[src/rtl/port_alloc_sched.sv]
// Fair-priority wrapper around the parallel port allocator: rotating golden
// pointer, optional starvation override (STARVE_OVERRIDE_EN), 2-stage pipe.
// Ports: clk, reset (async, active-low), sched_en, in_valid/in_pv (channel
// order), alloc_valid/alloc_pv -> allocator, alloc_pv_out <- allocator (slot
// order), out_valid/out_pv (registered, channel order), golden_ptr, starved.
module port_alloc_sched #(
  parameter int NUM_CH     = 5,
  parameter int W_PV       = 5,
  parameter int NUM_PORT   = 6,
  parameter int EPOCH_LEN  = 16,
  parameter int STARVE_MAX = 7
) (
  input  logic                       clk,
  input  logic                       reset,
  input  logic                       sched_en,
  input  logic [NUM_CH-1:0]          in_valid,
  input  logic [NUM_CH*W_PV-1:0]     in_pv,
  output logic [NUM_CH-1:0]          alloc_valid,
  output logic [NUM_CH*W_PV-1:0]     alloc_pv,
  input  logic [NUM_CH*NUM_PORT-1:0] alloc_pv_out,
  output logic [NUM_CH-1:0]          out_valid,
  output logic [NUM_CH*NUM_PORT-1:0] out_pv,
  output logic [2:0]                 golden_ptr,
  output logic [NUM_CH-1:0]          starved
);

  localparam int EW = (EPOCH_LEN > 1) ? $clog2(EPOCH_LEN) : 1;

  logic [NUM_CH-1:0]          r_s1_valid;
  logic [NUM_CH*W_PV-1:0]     r_s1_pv;
  logic [NUM_CH-1:0]          r_out_valid;
  logic [NUM_CH*NUM_PORT-1:0] r_out_pv;
  logic [EW-1:0]              r_epoch;
  logic [2:0]                 r_gptr;

  logic [2:0]                 w_map [NUM_CH];
  logic [2:0]                 w_walk;
  logic [2:0]                 w_force;
  logic                       w_force_hit;
  logic [NUM_CH-1:0]          w_starved;
  logic [NUM_CH*NUM_PORT-1:0] w_grant;

  function automatic logic [2:0] f_inc(input logic [2:0] x);
    return (x == 3'(NUM_CH - 1)) ? 3'd0 : x + 3'd1;
  endfunction

`ifdef STARVE_OVERRIDE_EN
  logic [2:0] r_cnt [NUM_CH];

  // A grant with no real output port (BYPASS or nothing) is non-productive.
  always_ff @(posedge clk or negedge reset) begin
    if (!reset) begin
      for (int i = 0; i < NUM_CH; i++) r_cnt[i] <= '0;
    end else if (sched_en) begin
      for (int i = 0; i < NUM_CH; i++) begin
        if (r_s1_valid[i] &&
            w_grant[i*NUM_PORT +: W_PV] == '0) begin
          if (r_cnt[i] != 3'(STARVE_MAX))
            r_cnt[i] <= r_cnt[i] + 3'd1;
        end else begin
          r_cnt[i] <= '0;
        end
      end
    end
  end

  always_comb begin
    for (int i = 0; i < NUM_CH; i++)
      w_starved[i] = (r_cnt[i] == 3'(STARVE_MAX));
  end

  // Descending scan so the lowest-index starved channel wins.
  always_comb begin
    w_force_hit = 1'b0;
    w_force     = '0;
    for (int i = NUM_CH - 1; i >= 0; i--) begin
      if (w_starved[i] && r_s1_valid[i]) begin
        w_force_hit = 1'b1;
        w_force     = 3'(i);
      end
    end
  end
`else
  assign w_starved   = '0;
  assign w_force_hit = 1'b0;
  assign w_force     = '0;
`endif

  // Slot -> channel map. The forced channel takes slot 0 and is skipped
  // while walking the rotation from the golden pointer.
  always_comb begin
    w_walk = r_gptr;
    for (int k = 0; k < NUM_CH; k++) w_map[k] = 3'(k);
    if (sched_en) begin
      if (w_force_hit) begin
        w_map[0] = w_force;
        for (int k = 1; k < NUM_CH; k++) begin
          if (w_walk == w_force) w_walk = f_inc(w_walk);
          w_map[k] = w_walk;
          w_walk   = f_inc(w_walk);
        end
      end else begin
        for (int k = 0; k < NUM_CH; k++) begin
          w_map[k] = w_walk;
          w_walk   = f_inc(w_walk);
        end
      end
    end
  end

  always_comb begin
    alloc_valid = '0;
    alloc_pv    = '0;
    w_grant     = '0;
    for (int k = 0; k < NUM_CH; k++) begin
      alloc_valid[k] = r_s1_valid[w_map[k]];
      alloc_pv[k*W_PV +: W_PV] =
        r_s1_pv[int'(w_map[k])*W_PV +: W_PV];
      w_grant[int'(w_map[k])*NUM_PORT +: NUM_PORT] =
        alloc_pv_out[k*NUM_PORT +: NUM_PORT];
    end
  end

  always_ff @(posedge clk or negedge reset) begin
    if (!reset) begin
      r_s1_valid  <= '0;
      r_s1_pv     <= '0;
      r_out_valid <= '0;
      r_out_pv    <= '0;
    end else begin
      r_s1_valid  <= in_valid;
      r_s1_pv     <= in_pv;
      r_out_valid <= r_s1_valid;
      for (int i = 0; i < NUM_CH; i++)
        r_out_pv[i*NUM_PORT +: NUM_PORT] <= r_s1_valid[i] ?
          w_grant[i*NUM_PORT +: NUM_PORT] : '0;
    end
  end

  always_ff @(posedge clk or negedge reset) begin
    if (!reset) begin
      r_epoch <= '0;
      r_gptr  <= '0;
    end else if (sched_en) begin
      if (r_epoch == EW'(EPOCH_LEN - 1)) begin
        r_epoch <= '0;
        r_gptr  <= f_inc(r_gptr);
      end else begin
        r_epoch <= r_epoch + EW'(1);
      end
    end
  end

  assign out_valid  = r_out_valid;
  assign out_pv     = r_out_pv;
  assign golden_ptr = r_gptr;
  assign starved    = w_starved;

endmodule

[config.mk]
export PLATFORM = sky130hd
export DESIGN_NAME = port_alloc_sched
export DESIGN_NICKNAME = d
export VERILOG_FILES = /design/src/rtl/port_alloc_sched.sv
export SDC_FILE = /design/constraint.sdc
export NUM_CORES = 1
export LEC_CHECK = 0
export CORE_MARGIN = 10
export CORE_UTILIZATION = 35
export DETAILED_ROUTE_END_ITERATION = 8
export GPL_TIMING_DRIVEN = 0
export PLACE_DENSITY = 0.57
export SYNTH_ARGS = -nofsm -noshare
export SYNTH_HDL_FRONTEND = slang
export SYNTH_SLANG_ARGS = --single-unit
[constraint.sdc]
create_clock -name clk -period 7 [get_ports clk]
set_clock_uncertainty 0.15 [all_clocks]
set_input_delay 1.05 -clock clk [delete_from_list [all_inputs] [get_ports clk]]
set_output_delay 1.05 -clock clk [all_outputs]
set_load 0.01 [all_outputs]
==> results of run 1 <==
-- per-layer routing --
| metal | GRT usage (%) | share of wire [%] |
|---|---|---|
| met5 | 0 | 0 |
| met4 | 7.257 | 3.0 |
| met3 | 5.302 | 10 |
| met2 | 36.01 | 44 |
| met1 | 32.97 | 43 |
-- state kept, by name, summed over array words and instances (netlist names) --
| register | cells |
|---|---|
| out_valid | 5 |
| golden_ptr | 3 |
| r_s1_pv | 25 |
| r_s1_valid | 5 |
| r_epoch | 4 |
| out_pv | 30 |
-- power breakdown --
part,internal [W],switching [W],total [W],leakage (nW)
clock network,0.000317,0.000208,0.000525,0.162
registers,0.000497,0.0000557,0.000553,0.900
logic,0.00227,0.00394,0.00621,3.64
total,0.00308,0.00421,0.00729,4.70
-- layout by cell type, fill, tap and decap left out, drive strengths merged, types with 13 or more instances in the layout --
cell type,count
nand2,252
clkdlybuf4s50,128
nor2,87
dfrtp,72
nand3,62
o21ai,60
a21oi,59
inv,57
clkbuf,57
mux2i,50
ha,45
nor3,33
buf,31
a31oi,29
nand4,26
mux2,20
and3,19
a211oi,16
nor2b,15
a32o,15
o221ai,14
a22o,14
o211ai,14
o31ai,13
-- metrics by stage --
step / cells / util (%) / setup TNS, ns / setup WS [ns]
after global routing: 1754 / 44.20 / -0.02150 / -0.01554
after CTS: 1754 / 43.81 / 0 / 0.001999
after global placement: 1739 / 42.19 / -24.07 / -1.530
after floorplan: 1275 / - / 0 / 0.6831
final: 1754 / 44.20 / 0 / 0.2228
after detailed placement: 1739 / 42.18 / -20.98 / -1.367
-- final timing paths --
kind | startpoint | endpoint | slack [ns] | depth (start not counted)
max | golden_ptr[0] | out_pv[19] | 0.22 | 24
min in group asynchronous | reset | out_pv[11] | 0.66 | 1
min | r_s1_valid[4] | out_valid[4] | 0.23 | 0
min reg2reg | r_s1_valid[4] | out_valid[4] | 0.23 | 0
max in group asynchronous | reset | golden_ptr[1] | 5.39 | 1
max reg2reg | golden_ptr[0] | out_pv[19] | 0.22 | 24
-- Yosys cell counts, types with 10 or more instances --
library cell,number
nand3_1,62
inv_1,53
o21ai_0,54
a31oi_1,29
nor2_1,85
nor3_1,32
nand2b_1,10
a22o_1,14
nor2b_1,15
nor4_1,10
a211oi_1,16
buf_1,14
dfrtp_1,72
mux2_2,18
a32o_1,15
and3_1,19
o211ai_1,12
and2_1,12
o22ai_1,12
nand4_1,26
a21oi_1,59
o221ai_1,14
mux2i_1,49
clkbuf_1,49
nand2_1,251
ha_1,45
o31ai_1,13
-- cell type report --
| class | instances | area (µm²) |
|---|---|---|
| sequential | 72 | 1804 |
| multi-input combinational | 1065 | 7043 |
| fill | 2695 | 14500 |
| clock inverter | 7 | 102.6 |
| buffer | 74 | 350.3 |
| inverter | 59 | 222.7 |
| clock buffer | 9 | 225.2 |
| tap | 335 | 419.2 |
| timing repair buffer | 133 | 1319 |
-- worst register-to-register path, stage by stage, from the launching register on --
cell and delay, ns:
dfrtp_2 0.49, clkinv_2 0.21, ha_1 0.26, buf_6 0.14, a21o_1 0.19, clkbuf_4 0.22
ha_1 0.29, or4b_4 0.53, o211a_4 0.21, a211oi_4 0.23, or2_4 0.20, clkbuf_4 0.21
buf_4 0.21, ha_1 0.28, inv_1 0.16, fa_2 0.63, inv_1 0.12, nor4_1 0.27
ha_1 0.32, clkbuf_2 0.22, nor2b_1 0.17, buf_2 0.20, a311o_1 0.39, a31o_1 0.20
o32ai_1 0.17
-- kinds of logic (layout without fill, tap and decap cells) --
logic type               Yosys count  in the layout  synth area share, %
AO/OA/AOI/OAI                    359            359                28.36
buffers and inverters            138            282                6.095
other                              1              5              0.04059
multiplexers                      70             70                7.978
adder cells (fa/ha/maj)           50             50                7.179
XOR/XNOR                          11             11                1.558
AND/OR/NAND/NOR                  570            570                29.28
flip-flops                        72             72                19.50
-- timing repair --
| item | CTS | global route |
|---|---|---|
| pin swaps | 1 | 3 |
| endpoints found under the hold margin | 0 | 0 |
| setup endpoints to repair | 35 | 33 |
| setup buffers | 1 | 3 |
| gates resized for setup | 27 | 33 |
==> results by stage, run 1 <==
Timing:
- Setup violations remaining at the end of the flow were counted as 0.
- In the finished design, the share of the clock period the worst path needs comes to a little over nine tenths.
- The max-slew violation count is 0.
- The minimum hold slack is around 0.23 ns.
- The number of hold-slack violations in the final timing report is 0.
- For this run, the top clock speed supported by timing is about 150 MHz.
- For the pin with the worst max-slew slack, the measured transition is 1.125 ns.
- The worst pin sits at a relative slew slack of 24.56%.
- The worst path needs about 6.8 ns of the cycle, external delays included.

Drt:
- In this run the remaining antenna-violating nets after routing total 0.
- The violation count after the first detailed-route iteration is 1527.
- In the routed design, unresolved DRC markers number 0.
- The via count of the routed design is 11010.
- For this run, the detailed router's first-pass iteration total came to 7.
- The wire length per cell is ~24 µm.
- The via density per instance is ~6.3.
- The total wirelength of the detailed-routed design is 41670 µm.

Placed design:
- The final RePlAce weighted congestion is between 1 and 1.5.
- The placement-stage cell area is between 0.01 and 0.015 mm².
- The HPWL after detailed placement is around 33000 µm.
- Buffers placed on the I/O ports in this run total about 130.

Synth:
- The average cell area after synthesis is 7.268 µm².
- For this run, the leading register cell type out of synthesis is dfrtp_1.
- The count of state elements after synthesis is 72.
- By area the synthesized netlist is led by dfrtp_1 20%, nand2_1 10%, ha_1 6.1%.
- Of the post-synthesis cell area, the dominant cell type holds around a fifth.
- The synthesized netlist occupies a cell area of 0.009238 mm².
- In the synthesized netlist, the number of instances is between 1000 and 1500.
- Counting distinct cell types in the post-synthesis netlist gives approximately 100.
- The sequential share of the synthesized area is 19.50%.
- Counting flops with a built-in enable in the synthesized netlist gives 0.
- The count of warnings emitted by yosys is 0.
- dfrtp_1 takes more of the synthesized area than any other cell.
- The fraction of registers with async set or reset after synthesis is 100.0%.

Critical path:
- The signal on the critical path passes through clkinv_2, ha_1, buf_6, a21o_1, clkbuf_4, ha_1, or4b_4, o211a_4, a211oi_4, or2_4, clkbuf_4, buf_4, ha_1, inv_1, fa_2, inv_1, nor4_1, ha_1, clkbuf_2, nor2b_1, buf_2, a311o_1, a31o_1, o32ai_1.
- The worst-path cell with the longest stage delay is fa_2.
- For this run, the slowest stage of the critical path takes 0.63 ns.
- The cell class contributing the biggest share of worst-path delay is adder cells.
- The worst endpoint data arrival time is just under 7 ns.
- Among the stages of the critical path, the cell type that occurs most often is ha_1.
- The kind of critical path is flop to flop.
- The critical path required time is between 7 and 8 ns.
- STA classifies the critical path startpoint as a flop.
- The nature of the critical path endpoint is a flop.
- Along the worst path, the maximum fanout reaches 10.
- The number of buffer and inverter instances along the worst setup path is 9.

Hold path:
- The class of the tightest hold or removal check is flop to flop.

Cells and area:
- From synthesis to final layout, the design area changed by 24.34%.
- The post-layout net count is between 1500 and 2000.
- Of the cells placed in the final design, the portion with a size suffix greater than 1 is ~9.0%.
- The post-layout instance area is about 0.011 mm².
- The repair_antennas step left the layout with diodes totalling 0.

Power and ir drop:
- The total design power is ~0.0073 W.
- The analysis attributes to cell leakage a power of between 4 and 5 nW.
- The largest vdd supply drop is ~0.00033 V.
- Power spread over the standard cell area amounts to 634.6 mW/mm².

Global routing:
- Across every metal layer, demand over resource in global routing totals between 20% and 30%.
- The global-route wire length before repair is between 60000 and 70000 µm.
- The number of antenna violations at the first check in global routing is 0.
- Global routing finished with a remaining overflow of 0.
- Entering global routing, the biggest net connects 73 pins.
- The via count of the first global-routing pass is 10150.

Floorplanning:
- The count of standard-cell rows is 59.
- Measured along the y axis, the die boundary spans roughly 180 µm.
- In this run the count of I/O pins placed on the die edge is approximately 140.
- The placeable core region is 0.02598 mm².
- The floorplan step defined a die boundary enclosing 0.03329 mm².
- For this configuration, the core starts out at a cell density of 35.55%.
- The floorplan step set the die width to 182.5 µm.

Clock tree:
- After clock tree synthesis, the clock-pin slew on the worst setup and hold paths is 0.06 ns.
- The H-tree was split into 3 levels.
- The number of hold buffers added after CTS was 0.
- The number of clock buffers added by TritonCTS is 9.
- The clock net in this run drives a total of 72 sinks.
- In this run the clock root is driven by a clkbuf_16.
- The clock latency on the worst-skew pair is around 0.35 ns.
- The maximum buffer depth of the clock tree is 2.
- TritonCTS built the clock tree.

Run:
- The tool flagged a number of max-cap violations equal to 0.

Status:
- The run finished with clean final reports.
(Power assumes the default switching activity.)
==> run 2, diff against run 1 <==
- PLACE_DENSITY: 0.57 -> unset
==> run 2 against run 1 <==
Against the previous run:
- combinational power rose by 0.8%
- total power rose by 0.51%
- sequential share of layout area shrank 0.082 points
- via count shrank 0.80%
- maximum frequency grew 0.62%
- non-clock buffer count increased by 5
- global-route usage is 0.091 points lower
==> results by stage, run 2 (synthesized netlist as in run 1, its figures left out) <==
Drt:
- The number of nets with antenna violations after detailed routing is 0 (unchanged).
- The via density per instance is 6.209 (was 6.277).
- The total DRC errors in the routed layout was 0 (unchanged).
- The detailed-routing iteration count for the pre-antenna-repair pass is 6 (was 7).
- The total wirelength of the detailed-routed design came to 41200 µm (was 41670 µm).
- The wire length per cell came to 23.42 µm (was 23.76 µm).
- The via count of the routed design is 10920 (was 11010).
- The violation count after the first detailed-route iteration was 1615 (was 1527).

Critical path:
- Critical-path cell list: clkdlybuf4s50_1, buf_2, clkbuf_2, buf_2, nand2_1, ha_2, fa_1, nor3_4, or2_1, buf_6, nor2_1, ha_1, nand4b_1, nor3_4, nand3_2, a32oi_4, mux2i_2, nor3b_1, o21a_1, nor3_1 (was clkinv_2, ha_1, buf_6, a21o_1, clkbuf_4, ha_1, or4b_4, o211a_4, a211oi_4, or2_4, clkbuf_4, buf_4, ha_1, inv_1, fa_2, inv_1, nor4_1, ha_1, clkbuf_2, nor2b_1, buf_2, a311o_1, a31o_1, o32ai_1).
- The startpoint of the most critical register-to-register path is golden_ptr[1] (was golden_ptr[0]).
- The worst endpoint data arrival time was 6.82 ns (was 6.85 ns).
- The reg-to-reg endpoint is out_pv[18] (was out_pv[19]).
- The peak fanout along the critical path is 11 (was 10).
- The worst reg2reg path depth is 25 (was 24).
- The worst-path cell with the longest stage delay is clkdlybuf4s50_1 (was fa_2).
- The kind of critical path is input pin to flop (was flop to flop).
- The worst setup slack for register-to-register paths is 0.32 ns (was 0.22 ns).
- The nature of the critical path endpoint is a flop (unchanged).
- The critical path required time was 7.09 ns (was 7.07 ns).
- The startpoint of the most critical setup path was sched_en (was golden_ptr[0]).
- The type of origin of the critical path is an input pin (was flop).
- The maximum single-stage delay on the critical path is 0.48 ns (was 0.63 ns).

Clock tree:
- The clock net sink count is 72 (unchanged).
- The H-tree level count is 3 (unchanged).
- The number of buffers inserted by hold repair at cts is 0 (unchanged).
- The post-CTS clock slew at the launch and capture registers of the worst setup and hold paths came to 0.07 ns (was 0.06 ns).
- The clock tree from TritonCTS is done (unchanged).
- The root buffer cell was clkbuf_16 (unchanged).
- The maximum buffer depth of the clock tree is 2 (unchanged).
- The clock latency on the worst-skew pair is 0.35 ns (about the same).
- The number of buffers inserted during clock tree synthesis is 9 (unchanged).

Power and ir drop:
- The leakage power figure is 4.718 nW (was 4.700 nW).
- The largest vdd supply drop came to 0.0003068 V (was 0.0003286 V).
- The power share of the combinational group is 85.4% (was 85.2%).
- The clock share of power is 7.1% (was 7.2%).
- The part of the total power dissipated in sequential elements was 7.4% (was 7.6%).
- The switching power share of the total is 57.28% (was 57.70%).
- The net switching power of the design came to 0.004197 W (was 0.004206 W).
- The internal power consumption came to 0.003130 W (was 0.003083 W).
- The cell area power density came to 635.0 mW/mm² (was 634.6 mW/mm²).

Timing:
- The minimum hold slack is 0.2417 ns (was 0.2348 ns).
- The time the worst path needs with I/O delays and setup came to 6.736 ns (was 6.777 ns).
- Setup repair after global routing could not meet its margin everywhere.
- The total of endpoints with negative setup slack in the final report is 0 (unchanged).
- The pin slew with the least headroom to its limit came to 1.054 ns (was 1.125 ns).
- The total negative slack came to 0 ns (unchanged).
- The number of hold-slack violations in the final timing report is 0 (unchanged).
- The achievable clock frequency is 148.5 MHz (was 147.6 MHz).
- The headroom to the max-slew limit came to 28.98% (was 24.56%).
- The final worst-path cycle share is 96.22% (was 96.82%).
- The max-slew violation count is 0 (unchanged).

Placed design:
- The detailed placer's ending HPWL came to 32930 µm (was 33380 µm).
- The final RePlAce weighted congestion is 1.081 (was 1.020).
- The number of I/O port buffers is 129 (unchanged).

Hold path:
- The class of the tightest hold or removal check is flop to flop (unchanged).
- The hold path endpoint was out_valid[4] (unchanged).
- The start point of the worst min-delay path is r_s1_valid[4] (unchanged).
- The hold path depth came to 0 (unchanged).

Status:
- Status: completed (unchanged).

Cells and area:
- Most used cells in the layout excluding fill and tap cells: 251 x nand2_1, 128 x clkdlybuf4s50_1, 83 x nor2_1 (unchanged).
- The flip-flop count of the largest register, all copies and words added came to 30 (unchanged).
- The share of post-route cells with drive strength above 1 is 9.480% (was 9.020%).
- The post-layout net count was 1532 (was 1527).
- The core occupancy in the finished layout is 44.40% (was 44.20%).
- The leading cell type in the layout, fill and taps excluded is nand2_1 (unchanged).
- The layout overhead on the synthesized area is 24.91% (was 24.34%).
- The number of inserted diodes is 0 (unchanged).

Global routing:
- The busiest layer in global routing is met2 (unchanged).
- The fraction of met2 tracks used by global routing is 36.13% (was 36.01%).
- The remaining global-route overflow was 0 (unchanged).
- The global-route wire length before repair is 63170 µm (was 62740 µm).
- The pin count of the biggest net entering global routing is 73 (unchanged).
- The met1 track demand over resource came to 32.61% (was 32.97%).
- The total routing resource utilization after global routing is 23.76% (was 23.85%).
- The number of antenna violations at the first check in global routing came to 0 (unchanged).
- The via count of the first global-routing pass is 10360 (was 10150).
- The met3 layer usage reported by global route is 5.124% (was 5.302%).

Floorplanning:
- The horizontal extent of the die is 182.5 µm (unchanged).
- The number of top-level design ports was 136 (unchanged).
- The die span in y is 182.5 µm (unchanged).
- The die area is 0.03329 mm² (unchanged).
- The effective utilization at floorplan was 35.55% (unchanged).
- The count of standard-cell rows is 59 (unchanged).
- The placeable core region came to 0.02598 mm² (unchanged).

Run:
- The reported max-cap violation count is 0 (unchanged).
-- run 2: critical path, delay by kind of cell --
family / cells / cell delay (ns)
compound gates: 2 / 0.54
fa+ha+maj: 3 / 1.21
buf+inv: 5 / 1.52
mux: 1 / 0.32
simple gates: 9 / 2.15
-- run 2: through the flow --
step	worst slack, ns	instance area [µm²]	power (W)	cells
after floorplan	0.6831	9253	0.004534	1275
after global placement	-1.340	10960	0.006419	1739
after detailed placement	-1.274	10960	0.006384	1739
after CTS	-0.002749	11390	0.007054	1754
after global routing	-0.01596	11540	0.007871	1759
final	0.2645	11540	0.007327	1759
-- run 2: repair_timing --
item	4_1_cts	5_1_grt
buffers inserted	2	6
pin swaps	3	5
cloned	0	0
gates resized for setup	30	39
setup endpoints to repair	36	34
-- run 2: power by group through the flow --
stage	logic [W]	clock network [W]	registers, W
detailed placement	0.00583	0	0.000558
CTS	0.00597	0.000537	0.000552
global route	0.00677	0.000552	0.000552
finish	0.00626	0.000522	0.000545
global placement	0.00586	0	0.000556
floorplan	0.00397	0	0.000562
-- run 2: worst max-delay path by stage --
stage	endpoint
floorplan	out_pv[5]
global placement	out_pv[4]
detailed placement	out_pv[4]
CTS	out_pv[4]
global route	out_pv[5]
finish	out_pv[4]
-- run 2: layout make-up --
cell class | count | area [µm²]
Buffer | 75 | 357.8
Clock buffer | 9 | 225.2
Clock inverter | 7 | 100.1
Fill cell | 2719 | 14450
Inverter | 59 | 225.2
Multi-Input combinational cell | 1065 | 7059
Sequential cell | 72 | 1803
Tap cell | 335 | 419.2
Timing Repair Buffer | 137 | 1349
-- run 2: routing by layer --
metal,vias to the layer above,wire length (µm)
met4,0,1389
met2,657,18210
met3,93,3839
li1,5029,-
met5,-,0
met1,5143,17770
==> run 3, diff against run 2 <==
- CTS_CLUSTER_SIZE: unset -> 14
==> results of run 3 <==
Final layout, timing and power as in run 2 (identical DEF).
